<file path="src/rtl/batchnorm_stream_mc.sv">
// Streaming per-channel batch-norm inference: y = gamma*((x-mean)*inv_std) + beta in signed
// Q(WIDTH-FRAC).FRAC, with a host-loaded parameter table and a 3-stage valid/ready pipeline.
module batchnorm_stream_mc #(
  parameter  int unsigned WIDTH    = 16,
  parameter  int unsigned FRAC     = 8,
  parameter  int unsigned CHANNELS = 4,
  localparam int unsigned CH_W     = $clog2(CHANNELS)
) (
  input  logic             clk,
  input  logic             rst_n,
  input  logic             cfg_we,
  input  logic [CH_W-1:0]  cfg_ch,
  input  logic [1:0]       cfg_sel,
  input  logic [WIDTH-1:0] cfg_data,
  input  logic             bypass,
  input  logic             s_valid,
  output logic             s_ready,
  input  logic [WIDTH-1:0] s_data,
  input  logic [CH_W-1:0]  s_ch,
  output logic             m_valid,
  input  logic             m_ready,
  output logic [WIDTH-1:0] m_data,
  output logic [CH_W-1:0]  m_ch,
  output logic             m_sat,
  output logic [15:0]      sat_count
);
  localparam int unsigned DW = WIDTH + 1;
  localparam int unsigned PW = 2 * WIDTH + 2;
  localparam logic signed [PW-1:0] HALF = PW'(1) <<< (FRAC - 1);
  localparam logic [WIDTH-1:0] ONE = WIDTH'(1) << FRAC;

  // Clamp to WIDTH bits; returns {saturated, value}.
  function automatic logic [WIDTH:0] sat_fn(input logic signed [PW-1:0] v);
    logic all_ones;
    logic all_zeros;
    all_ones  = &v[PW-1:WIDTH-1];
    all_zeros = ~|v[PW-1:WIDTH-1];
    if (all_ones | all_zeros) sat_fn = {1'b0, v[WIDTH-1:0]};
    else                      sat_fn = {1'b1, v[PW-1], {(WIDTH-1){~v[PW-1]}}};
  endfunction

  logic [WIDTH-1:0] gamma_tab [CHANNELS];
  logic [WIDTH-1:0] beta_tab  [CHANNELS];
  logic [WIDTH-1:0] mean_tab  [CHANNELS];
  logic [WIDTH-1:0] inv_tab   [CHANNELS];

  logic [WIDTH-1:0] rd_gamma, rd_beta, rd_mean, rd_inv;
  logic adv;

  logic                    s1_v, s1_byp;
  logic [CH_W-1:0]         s1_ch;
  logic [WIDTH-1:0]        s1_x;
  logic signed [DW-1:0]    s1_d;
  logic signed [WIDTH-1:0] s1_inv, s1_gamma, s1_beta;

  logic                    s2_v, s2_byp, s2_sat;
  logic [CH_W-1:0]         s2_ch;
  logic [WIDTH-1:0]        s2_x;
  logic signed [WIDTH-1:0] s2_n, s2_gamma, s2_beta;

  logic signed [DW-1:0]    d_c;
  logic signed [PW-1:0]    p_c, p_rnd, n_full;
  logic signed [PW-1:0]    q_c, q_rnd, r_full;
  logic [WIDTH:0]          n_res, r_res;

  assign adv     = m_ready | ~m_valid;
  assign s_ready = adv;

  // Parameter table; out-of-range cfg_ch matches no entry and is dropped.
  always_ff @(posedge clk or negedge rst_n) begin
    if (!rst_n) begin
      for (int i = 0; i < int'(CHANNELS); i++) begin
        gamma_tab[i] <= ONE;
        beta_tab[i]  <= '0;
        mean_tab[i]  <= '0;
        inv_tab[i]   <= ONE;
      end
    end else if (cfg_we) begin
      for (int i = 0; i < int'(CHANNELS); i++) begin
        if (cfg_ch == CH_W'(i)) begin
          case (cfg_sel)
            2'd0:    gamma_tab[i] <= cfg_data;
            2'd1:    beta_tab[i]  <= cfg_data;
            2'd2:    mean_tab[i]  <= cfg_data;
            default: inv_tab[i]   <= cfg_data;
          endcase
        end
      end
    end
  end

  // Parameter lookup; unknown channels fall back to entry 0.
  always_comb begin
    rd_gamma = gamma_tab[0];
    rd_beta  = beta_tab[0];
    rd_mean  = mean_tab[0];
    rd_inv   = inv_tab[0];
    for (int i = 1; i < int'(CHANNELS); i++) begin
      if (s_ch == CH_W'(i)) begin
        rd_gamma = gamma_tab[i];
        rd_beta  = beta_tab[i];
        rd_mean  = mean_tab[i];
        rd_inv   = inv_tab[i];
      end
    end
  end

  always_comb begin
    d_c    = DW'($signed(s_data)) - DW'($signed(rd_mean));
    p_c    = PW'(s1_d) * PW'(s1_inv);
    p_rnd  = p_c + HALF;
    n_full = p_rnd >>> FRAC;
    n_res  = sat_fn(n_full);
    q_c    = PW'(s2_n) * PW'(s2_gamma);
    q_rnd  = q_c + HALF;
    r_full = (q_rnd >>> FRAC) + PW'(s2_beta);
    r_res  = sat_fn(r_full);
  end

  // Whole pipe moves together on adv, bubbles included.
  always_ff @(posedge clk or negedge rst_n) begin
    if (!rst_n) begin
      s1_v <= 1'b0; s1_byp <= 1'b0; s1_ch <= '0; s1_x <= '0; s1_d <= '0;
      s1_inv <= '0; s1_gamma <= '0; s1_beta <= '0;
      s2_v <= 1'b0; s2_byp <= 1'b0; s2_sat <= 1'b0; s2_ch <= '0; s2_x <= '0;
      s2_n <= '0; s2_gamma <= '0; s2_beta <= '0;
      m_valid <= 1'b0; m_data <= '0; m_ch <= '0; m_sat <= 1'b0;
    end else if (adv) begin
      s1_v     <= s_valid;
      s1_byp   <= bypass;
      s1_ch    <= s_ch;
      s1_x     <= s_data;
      s1_d     <= d_c;
      s1_inv   <= rd_inv;
      s1_gamma <= rd_gamma;
      s1_beta  <= rd_beta;
      s2_v     <= s1_v;
      s2_byp   <= s1_byp;
      s2_ch    <= s1_ch;
      s2_x     <= s1_x;
      s2_n     <= n_res[WIDTH-1:0];
      s2_sat   <= n_res[WIDTH];
      s2_gamma <= s1_gamma;
      s2_beta  <= s1_beta;
      m_valid  <= s2_v;
      m_ch     <= s2_ch;
      m_data   <= s2_byp ? s2_x : r_res[WIDTH-1:0];
      m_sat    <= ~s2_byp & (s2_sat | r_res[WIDTH]);
    end
  end

  always_ff @(posedge clk or negedge rst_n) begin
    if (!rst_n) sat_count <= '0;
    else if (m_valid && m_ready && m_sat && (sat_count != 16'hFFFF))
      sat_count <= sat_count + 16'd1;
  end

endmodule

</file>
<file path="config.mk">
export PLATFORM = sky130hd
export DESIGN_NAME = batchnorm_stream_mc
export DESIGN_NICKNAME = d
export VERILOG_FILES = /design/src/rtl/batchnorm_stream_mc.sv
export SDC_FILE = /design/constraint.sdc
export NUM_CORES = 2
export LEC_CHECK = 0
export BUFFER_PORTS_ARGS = -buffer_cell sky130_fd_sc_hd__buf_4
export CORE_MARGIN = 4
export CORE_UTILIZATION = 70
export DETAILED_ROUTE_END_ITERATION = 10
export GPL_ROUTABILITY_DRIVEN = 0
export MAX_ROUTING_LAYER = met4
export PLACE_DENSITY = 0.91
export SLEW_MARGIN = 25
export SYNTH_ARGS = -nofsm -noshare
export SYNTH_HDL_FRONTEND = slang
export SYNTH_SLANG_ARGS = --single-unit
</file>
<file path="constraint.sdc">
create_clock -name clk -period 16.1 [get_ports clk]
set_clock_uncertainty 0.15 [all_clocks]
set_input_delay 2.415 -clock clk [delete_from_list [all_inputs] [get_ports clk]]
set_output_delay 2.415 -clock clk [all_outputs]
set_load 0.005 [all_outputs]
</file>
# ---- Word level (Yosys, flattened, before mapping)
# Index checks and enable logic that the tools add are counted.
dict set report totals {
  input_bits 44
  reg_bits 446
  wordCells 106
}
dict set report op_classes {
  addsub 5
  mux 15
  bitwise 10
  eq_ne 9
  mul 2
  reduce_logical 28
}
# cell count
set ops {}
lappend ops {{$mux 16} 13}
lappend ops {{$reduce_and 3->1} 16}
lappend ops {{$add 33x9->34 const B} 1}
lappend ops {{$mux 17} 2}
lappend ops {{$add 32x9->33 const B} 1}
lappend ops {{$mul 17x16->33} 1}
lappend ops {{$mul 16x16->32} 1}
lappend ops {{$add 25x16->26} 1}
lappend ops {{$reduce_and 19->1} 1}
lappend ops {{$reduce_or 19->1} 1}
lappend ops {{$sub 16x16->17} 1}
lappend ops {{$add 16x1->16 const B} 1}
lappend ops {{$ne 16x16->1 const B} 1}
lappend ops {{$reduce_and 11->1} 1}
lappend ops {{$reduce_or 11->1} 1}
lappend ops {{$eq 2x2->1 const B} 5}
lappend ops {{$eq 2x1->1 const B} 3}
lappend ops {{$not 1->1} 5}
lappend ops {{$logic_not 2->1} 2}
lappend ops {{$or 1x1->1} 4}
lappend ops {{$logic_and 1x1->1} 3}
lappend ops {{$reduce_or 3->1} 1}
lappend ops {{$logic_not 1->1} 2}
lappend ops {{$and 1x1->1} 1}

# ---- Depth between registers and ports, before layout
dict set report depth {
  word_depth 9
  depth_mapped 37
}

# ---- Worst setup path after synthesis
# OpenSTA, ideal clock, no wires.
dict set report synth_path {
  path_type {register to register}
  start {register s2_gamma[7]}
  end {register m_data[10]}
  required_ns 15.824
  stages_incl_launch_ff 38
  t_arrival_ns 8.272
  setup_time_ns 0.126
  period_less_slack_ns 8.547
  path_slack_ns 7.553
  cell_sequence {dfrtp_1 -> clkbuf_1 -> clkbuf_1 -> nand2_1 -> fa_1 -> inv_1 -> fa_1 -> inv_1 -> fa_1 -> inv_1 -> fa_1 -> fa_1 -> inv_1 -> fa_1 -> inv_1 -> ha_1 -> a21o_1 -> a21o_1 -> (+2 left out) -> o21ai_0 -> a211o_1 -> nand2_1 -> a21oi_1 -> xnor2_1 -> ha_1 -> clkbuf_1 -> a21oi_1 -> inv_1 -> a31oi_1 -> o21ai_0 -> or3_1 -> a22oi_1 -> o2111ai_1 -> or3_4 -> a211oi_4 -> buf_8 -> a21oi_2}
}
dict set report synth_via {
  elab_chain_len 8
  word_cells_on_any_way 10
}
# element line_no
set synth_lines {}
lappend synth_lines {{start, declared} 59} ;# logic signed [WIDTH-1:0] s2_n, s2_gamma, s2_beta;
lappend synth_lines {{start signal, assigned} 143} ;# s2_gamma <= s1_gamma;
lappend synth_lines {{$mul 16x16->32 (*)} 114} ;# q_c = PW'(s2_n) * PW'(s2_gamma);
lappend synth_lines {{$add 32x9->33 (*)} 115} ;# q_rnd = q_c + HALF;
lappend synth_lines {{$add 25x16->26 (*)} 116} ;# r_full = (q_rnd >>> FRAC) + PW'(s2_beta);
lappend synth_lines {{$reduce_or 19->1} 37} ;# all_zeros = ~|v[PW-1:WIDTH-1];
lappend synth_lines {{$logic_not 1->1} 37}
lappend synth_lines {{$or 1x1->1} 38} ;# if (all_ones | all_zeros) sat_fn = {1'b0, v[WIDTH-1:0]};
lappend synth_lines {{$mux 17 (*)} 38}
lappend synth_lines {{$mux 16 (*)} 147} ;# m_data <= s2_byp ? s2_x : r_res[WIDTH-1:0];
lappend synth_lines {{end signal, assigned} 147}
lappend synth_lines {{end, declared} 22} ;# output logic [WIDTH-1:0] m_data,
# Every way passes the cells marked *; elsewhere a longest branch is shown, timed or not.
# A chain may end at the register's enable or synchronous reset.

# ---- Final worst setup path
dict set report layout_path {
  start {register s2_n[7]}
  end {register m_data[3]}
}
dict set report layout_via {
  elab_chain_len 8
  word_cells_on_any_way 10
}
# element line_no
set layout_lines {}
lappend layout_lines {{start, declared} 59}
lappend layout_lines {{start signal, assigned} 141} ;# s2_n <= n_res[WIDTH-1:0];
lappend layout_lines {{$mul 16x16->32 (*)} 114}
lappend layout_lines {{$add 32x9->33 (*)} 115}
lappend layout_lines {{$add 25x16->26 (*)} 116}
lappend layout_lines {{$reduce_or 19->1} 37}
lappend layout_lines {{$logic_not 1->1} 37}
lappend layout_lines {{$or 1x1->1} 38}
lappend layout_lines {{$mux 17 (*)} 38}
lappend layout_lines {{$mux 16 (*)} 147}
# Marked as above.

==> impl_metrics.json <==
{
  "worstPathRequired_ns": 16.35,
  "syn_inst": 3955,
  "grt_pass1_wl_mm": 171,
  "cts_tree": "done",
  "synth_area_sq_mm": 0.0407,
  "ctsResizeCount": 0,
  "synthFlopType": "dfrtp_1",
  "htree_levels": 2,
  "setup_viol": 0,
  "post-place-cells": 4638,
  "hold_path_class": "reg -> reg",
  "setup_tns_ns": 0,
  "syn_avg_cell_area_sq_um": 10.3,
  "start_util_pct": 70.6,
  "hold_end": "s2_x[11]$_DFFE_PN0P_",
  "drive_gt1_share_pct": 13.8,
  "vias": 29558,
  "synth_fp_nets": 4751,
  "dieArea_sq_mm": 0.0621,
  "synth_edf_count": 0,
  "clk_pin_slew_worst_paths_ns": 0.06,
  "synth_cell_types": 81,
  "async_flop_share_pct": 100,
  "viasPerCell": 6.26,
  "ctsHoldBuffers": 0,
  "antenna_found_initial": 1,
  "cp-end-kind": "flop",
  "cap_violations": 0,
  "grt_max_degree": 162,
  "port_buffers": 80,
  "drt-initial-drc-count": 2945,
  "grt_pass1_vias": 32398,
  "cts_setup_buffers": 0,
  "cp.arrival_ns": 10.17,
  "clk_latency_ns": 0.58,
  "fp.dieW_um": 249,
  "fin_crit_sh_pct": 61.6,
  "gr-usage-all-layers_pct": 35.9,
  "max_clock_freq_ghz": 0.101,
  "hold_viol_final": 0,
  "ant_nets": 0,
  "ys_seq_area_share_pct": 27.4,
  "wl_per_cell_um": 22.4,
  "dp_slack_ns": 6.14,
  "status": "finished clean",
  "r2r_end": "m_data[3]$_DFFE_PN0P_",
  "fin_util_pct": 75.1,
  "setup_slack_ns": 6.18,
  "start_kind": "flop",
  "rsz0062_at_grt": "false",
  "die_y_um": 249,
  "slowest_stage": "a211oi_4",
  "yosysWarnings": 0,
  "slew_violations": 0,
  "cts_buffer_depth": 3,
  "cts_sinks": 446,
  "worstHoldPathCells": 2,
  "fin_cells": 4720,
  "slew_headroom_pct": 28.8,
  "clockRootBuffer": "clkbuf_16",
  "synthToLayoutAreaGrowth_pct": 6.41,
  "min_from": "s2_x[11]$_DFFE_PN0P_",
  "crit_path_frequent_cell": "fa_1",
  "max_slew.worst_pin.slew_ns": 1.07,
  "reg2reg_slack_ns": 6.18,
  "cp_max_fo": 17,
  "route.detailed.drc": 0,
  "r2r_start": "s2_n[7]$_DFFE_PN0P_",
  "drt_wl_total_mm": 106,
  "final_common_cell": "nand2_1",
  "io-pin-count": 81,
  "layout_common_cells": "709 x nand2_1, 624 x inv_1, 550 x fa_1",
  "cts_made_buffers": 44,
  "rows": 88,
  "crit_type": "reg -> reg",
  "dp_hpwl_mm": 75.9,
  "detail_route.first_pass.iterations": 5,
  "rr_worst_depth": 31,
  "min_period_ns": 9.92,
  "nets": 4716,
  "core_area_sq_mm": 0.0577,
  "ys_ff_latch": 446,
  "grt_overflow": 0,
  "max_stage_delay_ns": 0.75
}
-- worst max-delay path, delay by kind of cell (launching register included) --
| family | cells | cell delay (ns) |
|---|---|---|
| buf+inv | 4 | 0.20 |
| flops | 1 | 0.58 |
| compound gates | 13 | 3.36 |
| xor+xnor | 1 | 0.09 |
| simple gates | 5 | 1.47 |
| fa+ha+maj | 8 | 3.88 |
-- final cells by class --
cell class,instances,area (sq um)
Clock buffer,65,1310
Sequential cell,446,11200
Fill cell,3551,14400
Inverter,625,2350
Clock inverter,15,213
Tap cell,765,957
Multi-Input combinational cell,2704,26500
Timing Repair Buffer,99,791
Antenna cell,1,2.50
-- worst max path at each step --
stage | from | end | slack [ns] | cells past startpoint
finish | s2_n[7]$_DFFE_PN0P_ | m_data[3]$_DFFE_PN0P_ | 6.18 | 31
global route | s2_n[5]$_DFFE_PN0P_ | m_data[2]$_DFFE_PN0P_ | 5.34 | 30
CTS | s2_n[5]$_DFFE_PN0P_ | m_sat$_DFFE_PN0P_ | 6.12 | 30
detailed placement | s2_n[5]$_DFFE_PN0P_ | m_data[5]$_DFFE_PN0P_ | 6.14 | 30
global placement | s2_n[7]$_DFFE_PN0P_ | m_data[9]$_DFFE_PN0P_ | 6.47 | 31
floorplan | s2_gamma[7]$_DFFE_PN0P_ | m_data[10]$_DFFE_PN0P_ | 7.55 | 37
-- Yosys cell counts (all sizes together) (6+ instances only) --
library cell,number,area [sq um]
nand2,709,2660
inv,625,2350
fa,550,11000
dfrtp,438,11000
mux2,258,2910
and2,216,1350
ha,202,2530
clkbuf,157,589
nor2,94,353
o21ai,91,459
a21oi,87,480
xnor2,69,604
mux4,64,1440
xor2,31,272
a21o,30,225
nand2b,29,181
nand3,28,145
buf,23,111
nand4,19,119
nor3,19,95.1
a211oi,18,170
nand3b,18,135
o21a,18,135
or3,16,110
and3,15,93.8
nor2b,12,75.1
or2,10,62.6
a211o,9,80.1
dfstp,8,210
and4,7,61.3
o21bai,7,52.6
o31ai,7,52.6
o2111ai,6,52.6
o211ai,6,50.1
-- sequential cells by signal, indices dropped and copies added (netlist names), 17 cells and up --
signal / cells
beta_tab: 64
gamma_tab: 64
inv_tab: 64
mean_tab: 64
s1_d: 17
-- per-stage QoR --
stage               cell area, sq um  hold slack (ns)
finish                         43300            0.307
floorplan                      40700            0.280
CTS                            43300            0.310
detailed placement             41800            0.298
global route                   43300            0.342
global placement               41800            0.296
-- logic make-up (layout without fill, tap and decap cells) --
| family | after synthesis | count (layout) | share of synthesized area [%] |
|---|---|---|---|
| flops | 446 | 446 | 27.4 |
| compound gates | 322 | 322 | 5.30 |
| mux | 326 | 326 | 10.8 |
| simple gates | 1204 | 1204 | 13.6 |
| other cells | 0 | 1 | 0 |
| fa+ha+maj | 752 | 752 | 33.2 |
| xor+xnor | 100 | 100 | 2.15 |
| buf+inv | 805 | 804 | 7.48 |
-- metal layers --
metal  wire length [um]  track usage [%]  up-vias
met5                  0                -        -
met4               7400             20.8        0
met3               9230             5.72      491
met2              52000             58.0     1601
met1              37000             43.2    15081
li1                   -                -    12385
Power is left out: the tool's default activity adds up to more than one toggle a clock period on the data nets, which glitch-free logic cannot reach.
